File: src/rtl/ni_tx.sv
// ni_tx: network-interface transmit side; packs PE headers and payload words into 64-bit mesh flits.
// Build option NI_TX_SEQ_EN adds an 8-bit per-node packet sequence number to every head flit.
module ni_tx #(
    parameter int SRC_X   = 1,
    parameter int SRC_Y   = 1,
    parameter int MAX_LEN = 8
) (
    input  logic        clk,
    input  logic        rst_n,
    input  logic        req_valid,
    output logic        req_ready,
    input  logic [2:0]  req_dest_x,
    input  logic [2:0]  req_dest_y,
    input  logic [3:0]  req_len,
    input  logic        data_valid,
    output logic        data_ready,
    input  logic [31:0] data,
    output logic [63:0] flit_out,
    input  logic        link_ready,
    output logic        busy,
    output logic        pkt_sent,
    output logic        err_len
);
    // state   | meaning
    // IDLE    | waiting for a header; the only state that accepts req_valid
    // HEAD    | head flit loaded, no payload word taken yet
    // PAYLOAD | at least one payload word taken; leaves when the tail is consumed
    localparam logic [1:0] IDLE    = 2'd0;
    localparam logic [1:0] HEAD    = 2'd1;
    localparam logic [1:0] PAYLOAD = 2'd2;

    logic [1:0]  state_q, state_d;
    logic [63:0] flit_q, flit_d;
    logic [3:0]  rem_q, rem_d;
    logic        pkt_sent_q, pkt_sent_d;
    logic        err_len_q, err_len_d;
    logic [7:0]  seq_val;
    logic        len_ok, consume, tail_done, data_rdy, data_hs;

    assign len_ok    = (req_len != 4'd0) && (req_len <= 4'(MAX_LEN));
    assign consume   = flit_q[63] && link_ready;
    assign tail_done = consume && (flit_q[62:61] == 2'b10);
    // A new word may be taken while the current flit leaves at the same edge.
    assign data_rdy  = (state_q != IDLE) && (rem_q != 4'd0) && (!flit_q[63] || link_ready);
    assign data_hs   = data_valid && data_rdy;

`ifdef NI_TX_SEQ_EN
    logic [7:0] seq_q;

    // Bumped at the tail-consume edge so the very next head already carries the new value.
    always_ff @(posedge clk or negedge rst_n) begin
        if (!rst_n) begin
            seq_q <= 8'd0;
        end else if (tail_done) begin
            seq_q <= seq_q + 8'd1;
        end
    end
    assign seq_val = seq_q;
`else
    assign seq_val = 8'd0;
`endif

    always_comb begin
        state_d    = state_q;
        flit_d     = flit_q;
        rem_d      = rem_q;
        pkt_sent_d = 1'b0;
        err_len_d  = 1'b0;
        if (state_q == IDLE) begin
            if (req_valid && len_ok) begin
                flit_d  = {1'b1, 2'b01, req_dest_x, req_dest_y, 3'(SRC_X), 3'(SRC_Y),
                           req_len, seq_val, 37'd0};
                rem_d   = req_len;
                state_d = HEAD;
            end else if (req_valid) begin
                err_len_d = 1'b1;
            end
        end else if (data_hs) begin
            flit_d  = {1'b1, (rem_q == 4'd1) ? 2'b10 : 2'b00, 29'd0, data};
            rem_d   = rem_q - 4'd1;
            state_d = PAYLOAD;
        end else if (consume) begin
            flit_d = 64'd0;
            if (tail_done) begin
                state_d    = IDLE;
                pkt_sent_d = 1'b1;
            end
        end
    end

    always_ff @(posedge clk or negedge rst_n) begin
        if (!rst_n) begin
            state_q    <= IDLE;
            flit_q     <= 64'd0;
            rem_q      <= 4'd0;
            pkt_sent_q <= 1'b0;
            err_len_q  <= 1'b0;
        end else begin
            state_q    <= state_d;
            flit_q     <= flit_d;
            rem_q      <= rem_d;
            pkt_sent_q <= pkt_sent_d;
            err_len_q  <= err_len_d;
        end
    end

    assign req_ready  = (state_q == IDLE);
    assign data_ready = data_rdy;
    assign flit_out   = flit_q;
    assign busy       = (state_q != IDLE);
    assign pkt_sent   = pkt_sent_q;
    assign err_len    = err_len_q;

endmodule

File: config.mk
export PLATFORM = sky130hd
export DESIGN_NAME = ni_tx
export DESIGN_NICKNAME = d
export VERILOG_FILES = /design/src/rtl/ni_tx.sv
export SDC_FILE = /design/constraint.sdc
export NUM_CORES = 1
export LEC_CHECK = 0
export CAP_MARGIN = 30
export CORE_MARGIN = 3
export CORE_UTILIZATION = 43
export CTS_CLUSTER_DIAMETER = 80
export DETAILED_ROUTE_END_ITERATION = 6
export PLACE_DENSITY_LB_ADDON = 0.05
export SLEW_MARGIN = 10
export SYNTH_ARGS = -nofsm -noshare
export SYNTH_HDL_FRONTEND = slang
export SYNTH_SLANG_ARGS = --single-unit
File: constraint.sdc
create_clock -name clk -period 2.9 [get_ports clk]
set_input_delay 0.29 -clock clk [delete_from_list [all_inputs] [get_ports clk]]
set_output_delay 0.29 -clock clk [all_outputs]
set_load 0.03 [all_outputs]
# Word-level counts from Yosys, hierarchy flattened
# Index checks and enable logic that the tools add are counted.
[word_totals]
register_bits = 72
latchBits = 0
ramBits = 0
romBits = 0
in_bits = 47
out_inout_bits = 69
word_cells = 49
n_memories = 0
[op_classes]
add_sub_neg = 1
multipliers = 0
n_div = 0
magnitude_cmp = 1
n_eq_ne = 3
shift = 0
muxes = 20
bitwise = 0
reduce_logical = 19
[ops]
columns = ["cell", "n"]
rows = [
  ["$mux W64", 4],
  ["$mux W2", 6],
  ["$mux W4", 3],
  ["$reduce_bool A4 Y1", 2],
  ["$logic_and A1 B1 Y1", 7],
  ["$mux W1", 7],
  ["$reduce_bool A3 Y1", 2],
  ["$eq A4 B1 Y1 const B", 1],
  ["$le A4 B4 Y1 const B", 1],
  ["$reduce_and A2 Y1", 2],
  ["$reduce_bool A2 Y1", 2],
  ["$sub A4 B1 Y4 const B", 1],
  ["$reduce_and A3 Y1", 1],
  ["$eq A2 B2 Y1 const B", 1],
  ["$logic_not A2 Y1", 1],
  ["$ne A2 B1 Y1 const B", 1],
  ["$logic_not A1 Y1", 1],
  ["$logic_or A1 B1 Y1", 1],
]

# Longest topological paths before layout
# Gate-level depths: netlist of the first run.
[logic_depth]
word_depth = 6
depth_mapped = 8
depth_no_buf = 6

# Worst setup path before layout of the first run
# Ideal clock, no wire load.
[synth_timing]
path_type = "register to register"
start = "register rem_q[0]"
end = "register flit_q[3] (netlist: flit_out[3])"
setup_ns = 0.121
arrival_ns = 1.805
required_time_ns = 2.779
slack_ns = 0.974
path_stages_with_launch = 8
path_buffers = 2
period_less_slack_ns = 1.926
cell_sequence = "dfrtp_1 > inv_1 > ha_1 > or3b_1 > and4_1 > buf_2 > clkbuf_1 > a22o_1"
[synth_via]
elab_chain_len = 6
word_cells_on_any_way = 8
cone_classes = "mux (2); reduce/logical (6)"
[synth_lines]
columns = ["item", "line_no", "rtl"]
rows = [
  ["start, declared", "34", "logic [3:0] rem_q, rem_d;"],
  ["start signal, assigned", "101", "rem_q <= rem_d;"],
  ["$reduce_bool A4 Y1 (*)", "44", "assign data_rdy = (state_q != IDLE) && (rem_q != 4'd0) && (!flit_q[63] || link_ready);"],
  ["$logic_and A1 B1 Y1 (*) (2 in a row)", "44", ""],
  ["$logic_and A1 B1 Y1 (*)", "45", "assign data_hs = data_valid && data_rdy;"],
  ["$reduce_bool A3 Y1 (no source line) / $mux W64 (equally long branches)", "n/a", ""],
  ["$reduce_and A2 Y1 (no source line) / $mux W64 (equally long branches)", "n/a", ""],
  ["end signal, assigned", "100", "flit_q <= flit_d;"],
  ["end, declared", "33", "logic [63:0] flit_q, flit_d;"],
]
# Every way passes the cells marked *; elsewhere a longest branch is shown, timed or not.
# A chain may end at the register's enable or synchronous reset.

# Worst setup path in the final report of the first run
[layout_timing]
start = "register rem_q[0]"
end = "output port data_ready"
[layout_via]
elab_chain_len = 3
[layout_lines]
columns = ["item", "line_no", "rtl"]
rows = [
  ["$reduce_bool A4 Y1", "44", ""],
  ["$logic_and A1 B1 Y1 (2 in a row)", "44", ""],
  ["end, declared", "16", "output logic data_ready,"],
]
# Every way passes these cells.

==> impl_metrics.toml, run 1 <==
[global_route]
grt_max_degree = 41
first_global_vias = 1757
antenna_found_initial = 0
grt_pass1_wl_um = 8760
grtUsageTotal_pct = 17.9
gr-total-overflow = 0

[routing]
totalWireLength_um = 5390
ant_nets = 0
drt_iter0_markers = 69
wl_per_cell_um = 15.3
dr_wl_met3_um = 317
vias = 1786
wl_met2_um = 2550
drc = 0
dr.max_layer_used = "met4"
vias_per_cell = 5.07
met1_length_um = 2490
drt_pass1_iterations = 4

[worst_setup_path]
path_class = "register to primary output"
crit_path_cell_trace = "inv_1 -> ha_1 -> or3b_1 -> and3_1 -> clkdlybuf4s50_1"
worst_ep_arrival_time_ns = 2.21
critPathBufInv = 2
crit_path_start_kind = "register"
cp-end-kind = "primary output"
worstPathRequired_ns = 2.61
cp_max_fo = 6
cp_top_family = "buffers and inverters"
critPathSlowestCell = "clkdlybuf4s50_1"
cp_slowest_stage_delay_ns = 0.59

[hold_path]
hp-class = "primary input to asynchronous set/reset pin"

[timing]
max_slew.worst_pin.slew_ns = 0.834
min_period_over_period_pct = 86.3
setup_tns_ns = 0
worst_clock_skew_ns = 0.00447
fin_crit_ns = 2.50
grt_setup_unrepaired = "false"
final-setup-viol-count = 0
hold_violations = 0
slew_violations = 0
relSlewSlack_pct = 44.4
fmax_mhz = 400

[yosys]
synth_enable_flop_cells = 0
yosysTopAreaCell = "dfrtp_1"
syn_area_sq_um = 2260
ys_top_cells_by_count = "dfrtp_1 (53), a22o_1 (39), buf_4 (19)"
synth-seq-area-share_pct = 58.7
syn_avg_cell_area_sq_um = 12.3
yosysWarningCount = 0
yosysUniqueCellTypes = 32
synthTopCellsByArea = "dfrtp_1 (59%), a22o_1 (15%), buf_4 (6.3%), buf_6 (2.5%), o21ai_0 (1.8%)"
ys_seq_elements = 53
synth_top_area_share_pct = 58.7
ys.flop_type = "dfrtp_1"
ys_async_sr_fraction_pct = 100
netlist_instances = 183
synth.most_common_cell = "dfrtp_1"

[run]
drv_cap = 0

[placed_design]
place_hpwl_um = 3990
io_buffers = 98
place_congestion = 0.845
post-place-cells = 342

[finish]
multi_input_area_sq_um = 746
areaGrowthSynthToFinish_pct = 47.9
seq_area_sq_um = 1330
final_layout_size_suffix_gt1_share_pct = 6.67
antenna_cells = 0
fill_cells = 405
fin_cells = 352
nets = 333

[clock_network]
htreeDepth = 2
clk_path_buf_depth = 2
clk_latency_ns = 0.30
cts-resized-gates = 0
clock-sinks = 53
cts_tree = "done"
cts_root_buffer = "clkbuf_8"
cts-buffers-inserted = 5
cts_setup_buffers = 0
clkSlewWorstSetupHoldPaths_ns = 0.09

[floorplanning]
die_w_um = 78.5
die_h_um = 78.5
rows = 25
start_util_pct = 46.0
core_sq_um = 4910
design.die.area_sq_um = 6160
ios = 116

[power]
leakage_nw = 1.50
peakVddDrop_mv = 0.616
power_density_nw_per_um2 = 1010

[outcome]
status = "finished clean"
[registers in the layout, summed over array words and instances (netlist names)]
name      count
rem_q         4
state_q       2
flit_out     45
pkt_sent      1
err_len       1
[through the flow]
stage / total power (W) / instance area (sq um) / utilization (%) / hold WS (ns) / worst slack [ns]
global route: 0.00356 / 3340 / 68.0 / 0.331 / 0.283
finish: 0.00336 / 3340 / 68.0 / 0.330 / 0.397
detailed placement: 0.00298 / 3230 / 65.7 / 0.455 / 0.252
CTS: 0.00339 / 3310 / 67.4 / 0.122 / 0.392
global placement: 0.00298 / 3230 / 65.7 / 0.448 / 0.279
floorplan: 0.00230 / 2320 / - / -0.00559 / 0.974
[layout make-up]
| cell class | count | area share (%) |
|---|---|---|
| flip-flops and latches | 53 | 39.7 |
| repair buffers | 108 | 32.3 |
| multi-input cells | 110 | 22.3 |
| well taps | 67 | 2.51 |
| clock buffers | 6 | 2.17 |
| inverters | 6 | 0.674 |
| clock inverters | 2 | 0.300 |
[final timing paths]
kind                                           from                        to  slack (ns)  cells after the start
min reg2reg                flit_out[14]$_DFFE_PN0P_  flit_out[14]$_DFFE_PN0P_        0.51                      1
max reg2reg                    rem_q[0]$_DFFE_PN0P_   flit_out[3]$_DFFE_PN0P_        0.50                      7
min in group clk           flit_out[14]$_DFFE_PN0P_  flit_out[14]$_DFFE_PN0P_        0.51                      1
min                                           rst_n    state_q[1]$_DFFE_PN0P_        0.33                      2
max in group asynchronous                     rst_n  flit_out[30]$_DFFE_PN0P_        1.97                      4
max                            rem_q[0]$_DFFE_PN0P_                data_ready        0.40                      5
[worst reg2reg max path, cell delays in order (launching register included)]
cell and delay (ns):
dfrtp_1 0.44, inv_1 0.08, ha_1 0.19, or3b_1 0.42, nor2_1 0.15, o31a_1 0.69
buf_12 0.25, a22o_1 0.14
[where the power goes]
part	switching, W	total, W	internal (W)
clock network	0.000230	0.000398	0.000168
registers	0.000183	0.00119	0.00101
logic	0.000986	0.00178	0.000789
total	0.00140	0.00336	0.00196
[cell usage in the layout (no fill, tap or decap)]
cell type        netlist  routed
buf_4                 19       7
a22o_1                39      39
nand2_1                5       5
nand3_1                4       4
ha_1                   2       2
o21ai_0                8       8
a221o_1                1       1
o22ai_1                1       1
clkbuf_1               4       1
or3_1                  1       1
a21oi_1                2       2
mux2_2                 1       1
nand2b_1               2       2
nor2_1                 8       8
and3_1                 1       1
dfrtp_1               53      53
or3b_1                 2       2
inv_1                  6       6
a21o_1                 2       2
nor3_1                 3       3
mux2i_1                1       1
clkinv_2               0       2
nand4b_1               1       1
clkdlybuf4s50_1        0      97
nor4_1                 1       1
o31a_1                 2       2
o31ai_1                1       1
a32o_1                 2       2
dlygate4sd3_1          0       1
clkbuf_8               0       5
buf_2                  2       1
conb_1                 1      17
or3_4                  1       1
buf_12                 0       2
nand4_1                1       1
and4_1                 1       1
[cells by family after synthesis]
group	synth area share, %
and+or+nand+nor	7.42
adders and majority gates	1.11
buffers and inverters	10.9
DFF	58.7
other	0.166
AOI/OAI and AO/OA	20.7
muxes	0.942
[per-layer routing]
metal	vias to the layer above	GRT usage, %
met3	5	3.56
met2	74	28.1
met5	-	0
li1	837	-
met4	0	4.72
met1	870	25.7
[what timing repair did]
action | CTS | global route
endpoints found under the hold margin | 0 | 4
hold buffers | 0 | 1
endpoints found under the setup margin | 0 | 0
No activity file was read; power rests on OpenSTA's default activity.
==> run 2, diff against run 1 <==
--- a/config.mk
+++ b/config.mk
@@ -11,6 +11,7 @@
 export CTS_CLUSTER_DIAMETER = 80
 export DETAILED_ROUTE_END_ITERATION = 6
 export PLACE_DENSITY_LB_ADDON = 0.05
+export REMOVE_ABC_BUFFERS = 1
 export SLEW_MARGIN = 10
 export SYNTH_ARGS = -nofsm -noshare
 export SYNTH_HDL_FRONTEND = slang
==> run 2 against run 1 <==
Die area unchanged; core utilization down 0.43 points; worst hold slack worse by 0.30 ns; maximum frequency up 1.7%; wire length down 1.1%; worst setup slack better by 0.041 ns; register-to-register slack better by 0.26 ns; largest power group unchanged; combinational power about the same; clock skew up 0.0092 ns; flip-flop and latch count unchanged.
==> impl_metrics.toml, run 2 (same netlist as run 1, synthesis figures left out) <==
[finish]
largest_reg_flops = 45
fin_util_pct = 67.6
areaGrowthSynthToFinish_pct = 46.9
final_area_sq_um = 3320
fin_cells = 349
most-common-layout-cells = "clkdlybuf4s50_1 (97), dfrtp_1 (53), a22o_1 (39)"
final_layout_size_suffix_gt1_share_pct = 6.03
nets = 330
antenna_cells = 0
fill_cells = 402
final_common_cell = "clkdlybuf4s50_1"

[worst_setup_path]
crit_path_start_kind = "register"
path_class = "register to primary output"
critPathSlowestCell = "clkdlybuf4s50_1"
cp_top_family = "buffers and inverters"
worstPathRequired_ns = 2.61
cp-end-kind = "primary output"
critPathBufInv = 2
crit_path_cell_trace = "inv_1 -> ha_1 -> or3b_1 -> and3_1 -> clkdlybuf4s50_1"
cp_num_cells = 5
cp_max_fo = 6
cp_slowest_stage_delay_ns = 0.58
r2r_cells = 6
reg2reg_setup_slack_ns = 0.76
worst_ep_arrival_time_ns = 2.17

[global_route]
gr-total-overflow = 0
grtUsageTotal_pct = 18.1
antenna_found_initial = 0
first_global_vias = 1809
grt_pass1_wl_um = 8780
grt_max_degree = 34

[clock_network]
htreeDepth = 2
cts_root_buffer = "clkbuf_8"
clk_path_buf_depth = 2
clk_latency_ns = 0.30
cts-buffers-inserted = 5
holdBufCountCts = 0
cts-resized-gates = 0
clkSlewWorstSetupHoldPaths_ns = 0.09
cts_tree = "done"
cts_setup_buffers = 0
clock-sinks = 53

[floorplanning]
die_h_um = 78.5
die_w_um = 78.5
core_sq_um = 4910
ios = 116
rows = 25
design.die.area_sq_um = 6160
start_util_pct = 46.0

[timing]
grt_setup_unrepaired = "false"
worst_clock_skew_ns = 0.0137
fin_crit_ns = 2.46
fmax_mhz = 406
slew_violations = 0
fin_ws_ns = 0.438
relSlewSlack_pct = 52.7
min_period_over_period_pct = 84.9
setup_tns_ns = 0
final-setup-viol-count = 0
hold_violations = 0
max_slew.worst_pin.slew_ns = 0.709

[routing]
wl_per_cell_um = 15.3
vias = 1775
drt_iter0_markers = 74
totalWireLength_um = 5340
drt_pass1_iterations = 4
vias_per_cell = 5.09
ant_nets = 0
drc = 0

[hold_path]
hp-class = "primary input to asynchronous set/reset pin"

[power]
power_density_nw_per_um2 = 1030
peakVddDrop_mv = 0.568
leakage_nw = 1.48

[placed_design]
pre_cts_slack_ns = 0.682
place_congestion = 0.803
post-place-cells = 341
place_hpwl_um = 3950
place_area_sq_um = 3210
io_buffers = 98

[outcome]
status = "finished clean"

[run]
drv_cap = 0
## run 2: worst reg2reg max path, stage by stage, from the launching register on
cell,delay [ns]
dfrtp_1,0.45
inv_1,0.08
ha_1,0.17
or3b_1,0.41
and4_1,0.35
buf_4,0.30
a22o_1,0.27
## run 2: worst paths after layout
check	startpoint	to
setup / recovery	rem_q[0]$_DFFE_PN0P_	data_ready
setup reg to reg	rem_q[0]$_DFFE_PN0P_	flit_out[7]$_DFFE_PN0P_
min in group clk	flit_out[55]$_DFFE_PN0P_	flit_out[55]$_DFFE_PN0P_
hold reg to reg	flit_out[55]$_DFFE_PN0P_	flit_out[55]$_DFFE_PN0P_
hold / removal	rst_n	flit_out[45]$_DFFE_PN0P_
max in group asynchronous	rst_n	flit_out[7]$_DFFE_PN0P_
## run 2: routing by layer
layer | wire length, um | up-vias | global-route usage [%]
li1 | - | 829 | -
met1 | 2300 | 864 | 23.4
met2 | 2580 | 77 | 29.3
met3 | 407 | 5 | 6.31
met4 | 47 | 0 | 4.55
met5 | 0 | - | 0
## run 2: metrics by stage
stage / hold WS [ns] / total power (W)
2_1_floorplan: -0.00559 / 0.00218
6_report: 0.0300 / 0.00343
3_3_place_gp: 0.391 / 0.00294
3_5_place_dp: 0.389 / 0.00296
5_1_grt: 0.0815 / 0.00363
4_1_cts: 0.0518 / 0.00346
## run 2: where the power goes
part           total [W]  internal [W]  switching (W)
sequential       0.00119       0.00101       0.000183
combinational    0.00175      0.000766       0.000983
clock           0.000492      0.000259       0.000232
## run 2: area by class of cell
class                   count  area [sq um]  area share, %
repair buffers            105          1030           31.0
inverters                   6          22.5          0.679
multi-input cells         110           746           22.5
well taps                  67          83.8           2.53
clock buffers               6          72.6           2.19
clock inverters             2          38.8           1.17
flip-flops and latches     53          1330           40.0
